`src/rtl/prg_monitor_ctrl.sv`:
```
// rtl/prg_monitor_ctrl.sv - monitor byte-command sequencer for the CDEC memory program port
module prg_monitor_ctrl (
    input  logic       clock,
    input  logic       reset_n,
    input  logic [7:0] rx_data,
    input  logic       rx_valid,
    output logic       rx_ready,
    output logic [7:0] tx_data,
    output logic       tx_valid,
    input  logic       tx_ready,
    output logic       prg_we,
    output logic [7:0] prg_MA,
    output logic [7:0] prg_WD,
    input  logic [7:0] prg_RD,
    output logic       busy
);

    localparam logic [7:0] ACK   = 8'h06;
    localparam logic [7:0] NAK   = 8'h15;
    localparam logic [7:0] CMD_W = 8'h57;
    localparam logic [7:0] CMD_R = 8'h52;
    localparam logic [7:0] CMD_D = 8'h44;
    localparam logic [7:0] CMD_F = 8'h46;

    localparam logic [3:0] S_IDLE      = 4'd0;
    localparam logic [3:0] S_GET_ADDR  = 4'd1;
    localparam logic [3:0] S_GET_CNT   = 4'd2;
    localparam logic [3:0] S_GET_DATA  = 4'd3;
    localparam logic [3:0] S_WRITE     = 4'd4;
    localparam logic [3:0] S_RD_ADDR   = 4'd5;
    localparam logic [3:0] S_RD_WAIT   = 4'd6;
    localparam logic [3:0] S_SEND      = 4'd7;
    localparam logic [3:0] S_SEND_STAT = 4'd8;

    logic [3:0] state;
    logic [3:0] state_nxt;
    logic [7:0] cmd;
    logic [8:0] remaining;
    logic       rx_acc;
    logic       tx_acc;
    logic       cmd_known;

    assign rx_acc    = rx_valid && rx_ready;
    assign tx_acc    = tx_valid && tx_ready;
    assign cmd_known = (rx_data == CMD_W) || (rx_data == CMD_R) ||
                       (rx_data == CMD_D) || (rx_data == CMD_F);
    assign busy      = (state != S_IDLE);

    always_comb begin
        state_nxt = state;
        case (state)
            S_IDLE:      if (rx_acc) state_nxt = cmd_known ? S_GET_ADDR : S_SEND_STAT;
            S_GET_ADDR: begin
                if (rx_acc) begin
                    if (cmd == CMD_W)      state_nxt = S_GET_DATA;
                    else if (cmd == CMD_R) state_nxt = S_RD_ADDR;
                    else                   state_nxt = S_GET_CNT;
                end
            end
            S_GET_CNT:   if (rx_acc) state_nxt = (cmd == CMD_D) ? S_RD_ADDR : S_GET_DATA;
            S_GET_DATA:  if (rx_acc) state_nxt = S_WRITE;
            S_WRITE:     if (remaining == 9'd1) state_nxt = S_SEND_STAT;
            S_RD_ADDR:   state_nxt = S_RD_WAIT;
            S_RD_WAIT:   state_nxt = S_SEND;
            S_SEND:      if (tx_acc) state_nxt = (remaining != 9'd0) ? S_RD_ADDR : S_IDLE;
            S_SEND_STAT: if (tx_acc) state_nxt = S_IDLE;
            default:     state_nxt = S_IDLE;
        endcase
    end

    // rx_ready and prg_we are registered from the next state so both are glitch-free and low in reset
    always_ff @(posedge clock or negedge reset_n) begin
        if (!reset_n) begin
            state     <= S_IDLE;
            cmd       <= 8'h00;
            remaining <= 9'd0;
            rx_ready  <= 1'b0;
            tx_data   <= 8'h00;
            tx_valid  <= 1'b0;
            prg_we    <= 1'b0;
            prg_MA    <= 8'h00;
            prg_WD    <= 8'h00;
        end else begin
            state    <= state_nxt;
            rx_ready <= (state_nxt == S_IDLE) || (state_nxt == S_GET_ADDR) ||
                        (state_nxt == S_GET_CNT) || (state_nxt == S_GET_DATA);
            prg_we   <= (state_nxt == S_WRITE);
            case (state)
                S_IDLE: begin
                    if (rx_acc) begin
                        cmd <= rx_data;
                        if (!cmd_known) begin
                            tx_data  <= NAK;
                            tx_valid <= 1'b1;
                        end
                    end
                end
                S_GET_ADDR: begin
                    if (rx_acc) begin
                        prg_MA    <= rx_data;
                        remaining <= 9'd1;
                    end
                end
                // a count byte of zero means a full 256-byte sweep
                S_GET_CNT:  if (rx_acc) remaining <= {(rx_data == 8'h00), rx_data};
                S_GET_DATA: if (rx_acc) prg_WD <= rx_data;
                S_WRITE: begin
                    prg_MA    <= prg_MA + 8'd1;
                    remaining <= remaining - 9'd1;
                    if (remaining == 9'd1) begin
                        tx_data  <= ACK;
                        tx_valid <= 1'b1;
                    end
                end
                S_RD_WAIT: begin
                    tx_data   <= prg_RD;
                    tx_valid  <= 1'b1;
                    prg_MA    <= prg_MA + 8'd1;
                    remaining <= remaining - 9'd1;
                end
                S_SEND, S_SEND_STAT: if (tx_acc) tx_valid <= 1'b0;
                default: ;
            endcase
        end
    end

endmodule

```
`config.mk`:
```
export PLATFORM = sky130hd
export DESIGN_NAME = prg_monitor_ctrl
export DESIGN_NICKNAME = d
export VERILOG_FILES = /design/src/rtl/prg_monitor_ctrl.sv
export SDC_FILE = /design/constraint.sdc
export NUM_CORES = 1
export LEC_CHECK = 0
export CORE_ASPECT_RATIO = 0.75
export CORE_UTILIZATION = 45
export CTS_BUF_LIST = sky130_fd_sc_hd__clkbuf_8
export CTS_CLUSTER_DIAMETER = 80
export DETAILED_ROUTE_END_ITERATION = 6
export GPL_TIMING_DRIVEN = 0
export PLACE_DENSITY = 0.73
export SLEW_MARGIN = 20
export SYNTH_ARGS = -nofsm -noshare
export SYNTH_HDL_FRONTEND = slang
export SYNTH_SLANG_ARGS = --single-unit
```
`constraint.sdc`:
```
create_clock -name clock -period 2.95 [get_ports clock]
set_input_delay 0.7375 -clock clock [delete_from_list [all_inputs] [get_ports clock]]
set_output_delay 0.7375 -clock clock [all_outputs]
set_load 0.05 [all_outputs]
```
== Yosys cells after proc, flatten, opt, wreduce, memory -nomap -nowiden ==
Cells that the tools add are included.

* Add/subtract/negate cells: 2
* Eq/ne operators: 26
* Multiplexer cells: 27
* Reductions and logical operators: 25

{| class="wikitable"
|+ Operator list
! operator !! number
|-
| $eq A8 B7 Y1 const B || 7
|-
| $pmux W4 S9 || 1
|-
| $mux W4 || 8
|-
| $mux W8 || 4
|-
| $pmux W9 S3 || 1
|-
| $pmux W8 S3 || 1
|-
| $eq A4 B3 Y1 const B || 5
|-
| $mux W9 || 2
|-
| $eq A4 B2 Y1 const B || 4
|-
| $pmux W8 S2 || 1
|-
| $mux W3 || 4
|-
| $ne A2 B2 Y1 const B || 6
|-
| $eq A9 B1 Y1 const B || 1
|-
| $reduce_bool A9 Y1 || 1
|-
| $sub A9 B1 Y9 const B || 1
|-
| $add A8 B1 Y8 const B || 1
|-
| $eq A4 B1 Y1 const B || 2
|-
| $logic_not A4 Y1 || 2
|-
| $logic_not A8 Y1 || 1
|-
| $reduce_bool A4 Y1 || 2
|-
| $logic_or A1 B1 Y1 || 6
|-
| $reduce_and A2 Y1 || 3
|-
| $reduce_bool A3 Y1 || 2
|-
| $reduce_and A5 Y1 || 1
|-
| 8 further kinds || 13
|}

* Bits in registers: 48
* Input port bits: 20
* Logic and storage cells: 89

== Longest topological paths before layout ==
Gate-level depths: netlist of the first run.

* Word-level depth: 11
* Mapped depth: 8
* Mapped depth without buffers: 6

== Worst setup path before layout of the first run ==
No wires, ideal clock.

* Path kind: input to register
* From: in rx_data[3]
* To: reg tx_data[1]
* Arrival time: 1.975 ns
* Data required time: 2.825 ns
* Path slack: 0.850 ns
* Stages on the path: 5
* Path buffers: 0
* Cells stage by stage: or4b_1 -> a31oi_2 -> o21ai_2 -> nand4_4 -> mux2_4

* Cells in the longest elaborated chain, start to end: 6

{| class="wikitable"
|+ RTL lines
! what !! line !! RTL
|-
| from (decl) || 5 || <nowiki>input logic [7:0] rx_data,</nowiki>
|-
| $eq A8 B7 Y1 || 45 || <nowiki>assign cmd_known = (rx_data == CMD_W) || (rx_data == CMD_R) ||</nowiki>
|-
| $logic_or A1 B1 Y1 (2 in a row) || 45 ||
|-
| $logic_or A1 B1 Y1 (*) || 46 || <nowiki>(rx_data == CMD_D) || (rx_data == CMD_F);</nowiki>
|-
| $ne A2 B2 Y1 (no source line) (*) || -- ||
|-
| $reduce_and A4 Y1 (no source line) (*) || -- ||
|-
| to (signal assigned) || 116 || <nowiki>tx_data <= prg_RD;</nowiki>
|-
| to (decl) || 8 || <nowiki>output logic [7:0] tx_data,</nowiki>
|}

Mark *: on every way between the ends. The rest lies on a longest branch, timed or not.
A chain may end at the register's enable or synchronous reset.

== Worst setup path in the final report of the first run ==
* From: in rx_data[5]
* To: reg tx_data[1]

Same word-level chain as after synthesis.

==> results of run 1 <==
logic make-up (layout without fill, tap and decap cells):
| kind of cell | after synthesis | after routing | share of synthesized area (%) |
|---|---|---|---|
| AO/OA/AOI/OAI | 75 | 75 | 18.6 |
| multiplexers | 20 | 20 | 8.67 |
| buffers and inverters | 25 | 81 | 4.09 |
| AND/OR/NAND/NOR | 88 | 88 | 20.1 |
| adder cells (fa/ha/maj) | 4 | 4 | 1.93 |
| flip-flops | 48 | 48 | 46.2 |
| XOR/XNOR | 1 | 1 | 0.337 |
timing repair:
| item | CTS | global route |
|---|---|---|
| endpoints found under the setup margin | 0 | 1 |
| hold endpoints to repair | 0 | 0 |
| resized for setup | 0 | 1 |
metal layers:
metal	vias up	wire length, µm	track usage [%]
li1	1065	-	-
met3	5	335	3.60
met5	-	0	0
met2	80	2860	34.8
met1	1120	3230	32.0
met4	0	48	6.15
state kept, by name, indices dropped and copies added, names as in the netlist:
register / cells
rx_ready: 1
state: 4
prg_we: 1
prg_WD: 8
cmd: 8
tx_data: 8
tx_valid: 1
remaining: 9
prg_MA: 8
layout by cell type, fill, tap and decap left out, types with 9 or more instances in the layout:
cell type	n
nand2_1	19
a21oi_1	17
clkdlybuf4s50_1	45
inv_1	15
nand3_1	9
dfrtp_1	48
nor2_1	22
mux2_2	16
o21ai_0	23
path summary, 6_finish.rpt:
| kind | start | endpoint | slack (ns) | cells past startpoint |
|---|---|---|---|---|
| setup / recovery | rx_data[5] | tx_data[1] | 0.42 | 6 |
| hold / removal | reset_n | remaining[5] | 0.38 | 1 |
| setup reg to reg | state[2] | remaining[7] | 0.95 | 7 |
| hold reg to reg | prg_WD[4] | prg_WD[4] | 0.51 | 1 |
| max in group asynchronous | reset_n | cmd[0] | 2.07 | 2 |
| min in group clock | prg_WD[4] | prg_WD[4] | 0.51 | 1 |
power groups by stage:
| stage | Combinational [mW] | Clock (mW) | Sequential, mW |
|---|---|---|---|
| final | 1.90 | 0.499 | 1.13 |
| after global routing | 2.03 | 0.533 | 1.17 |
| after CTS | 1.89 | 0.508 | 1.13 |
| after detailed placement | 1.88 | 0 | 1.14 |
| after global placement | 1.85 | 0 | 1.13 |
| after floorplan | 0.967 | 0 | 1.49 |
Yosys cell counts (4+ instances only):
cell and n:
a21oi_1 17, a22o_1 4, a31oi_1 4, a32oi_1 4, buf_2 4, dfrtp_1 48, ha_1 4, inv_1 15
mux2_2 16, nand2_1 19, nand2b_1 6, nand3_1 9, nor2_1 22, nor3_1 6, o21ai_0 23, o22ai_1 5
layout make-up:
type	instances	area, µm²
plain buffers	10	50.0
clock buffers	6	82.6
clock inverters	2	38.8
fillers	441	2140
inverters	15	56.3
multi-input cells	188	1290
flip-flops and latches	48	1200
well taps	75	93.8
repair buffers	48	488
per-stage QoR:
step | setup slack (ns) | TNS (ns)
6_report | 0.423 | 0
5_1_grt | 0.343 | 0
4_1_cts | 0.0429 | 0
3_5_place_dp | 0.126 | 0
3_3_place_gp | -0.272 | -12.89
2_1_floorplan | 0.850 | 0
==> results.sh, run 1 <==
export IMPL_synth_edff_count=0
export IMPL_clk_latency_ns=0.30
export IMPL_syn_inst=261
export IMPL_worstMarginPinSlew_ns=0.710
export IMPL_viasPerCell=5.79
export IMPL_synth_cell_type_count=56
export IMPL_setup_viol=0
export IMPL_end_kind="flop"
export IMPL_core_mm2=0.00544
export IMPL_grt_pass1_wl_mm=10.6
export IMPL_worstPathArrival_ns=2.72
export IMPL_grt_pass1_vias=2119
export IMPL_dpl_cell_count=384
export IMPL_drtPass1Iterations=4
export IMPL_slew_viol_final=0
export IMPL_yosysTopAreaCell="dfrtp_1"
export IMPL_grt_overflow_total=0
export IMPL_nets=340
export IMPL_routed_wl_mm=6.47
export IMPL_clockBufferDepth=2
export IMPL_postCtsHoldBufs=0
export IMPL_worst_path_buf_inv=1
export IMPL_cts_buffers=5
export IMPL_leakage_nw=1.39
export IMPL_antenna_found_initial=0
export IMPL_p_clk_share_pct=14.1
export IMPL_finalNonFillerCells=392
export IMPL_ys_async_sr_fraction_pct=100
export IMPL_seqPwrFrac_pct=32.1
export IMPL_switching_power_mw=1.64
export IMPL_ys_warnings_count=0
export IMPL_finalInstanceArea_mm2=0.00330
export IMPL_cts_tree="built"
export IMPL_combPwrFrac_pct=53.8
export IMPL_die_h_um=67.8
export IMPL_period_share_pct=85.7
export IMPL_route_detailed_drc=0
export IMPL_yosys_register_bits=48
export IMPL_syn_nets=285
export IMPL_routabilityCongestion=0.891
export IMPL_finClkSkew_ns=0.00534
export IMPL_status="complete, no violations"
export IMPL_placed_area_mm2=0.00318
export IMPL_root_buffer="clkbuf_8"
export IMPL_yosys_top_cells_area="dfrtp_1 (46%), mux2_2 (6.9%), o21ai_0 (4.4%)"
export IMPL_clock_sinks=48
export IMPL_dp_hpwl_mm=4.61
export IMPL_cp_data_required_time_ns=3.14
export IMPL_antenna_cells=0
export IMPL_crit_family="simple AND/OR/NAND/NOR gates"
export IMPL_synth_area_mm2=0.00260
export IMPL_p_int_mw=1.89
export IMPL_ant_nets=0
export IMPL_synth_area_per_cell_um2=9.95
export IMPL_layout_drive_gt1_share_pct=14.5
export IMPL_wl_per_cell_um=16.5
export IMPL_num_rows=23
export IMPL_num_vias=2270
export IMPL_vdd_drop_max_v=0.000584
export IMPL_p_sw_share_pct=46.5
export IMPL_crit_chain="clkdlybuf4s50_1 > or4b_1 > a31oi_2 > o21ai_2 > nand4_4 > mux2_4"
export IMPL_die_area_mm2=0.00608
export IMPL_p_per_area_mw_per_mm2=1070
export IMPL_ios=48
export IMPL_drtIter0Drc=200
export IMPL_period_minus_slack_ns=2.53
export IMPL_cts_max_level=2
export IMPL_post_cts_buffers=0
export IMPL_cp_max_fo=9
export IMPL_synth_main_ff_cell="dfrtp_1"
export IMPL_gr_usage_all_layers_pct=22.2
export IMPL_worstSetupPathType="in2reg"
export IMPL_slew_headroom_pct=52.3
export IMPL_ys_seq_area_share_pct=46.2
export IMPL_startpoint_type="primary input"
export IMPL_cp_slowest_stage_delay_ns=0.58
export IMPL_hold_class="in2async"
export IMPL_grt_max_degree=31
export IMPL_cap_violations=0
export IMPL_finalHoldViolCount=0
export IMPL_postLayoutCoreUtil_pct=60.7
export IMPL_io_buffers=47
export IMPL_initial_utilization_pct=47.8
export IMPL_yosys_area_top_type_share_pct=46.2
export IMPL_slowest_stage="clkdlybuf4s50_1"
export IMPL_die_w_um=89.7
export IMPL_power_mw=3.53
export IMPL_path_clk_slew_ns=0.09
export IMPL_fmaxAchievable_mhz=396
export IMPL_area_growth_pct=27.1
export IMPL_whs_ns=0.376
export IMPL_rsz0062_at_grt="no"
(Power assumes the default switching activity.)
==> run 2, diff against run 1 <==
Settings changed: SLEW_MARGIN 20 to not set.
==> results of run 2 <==
Final layout, timing and power as in run 1 (identical DEF).
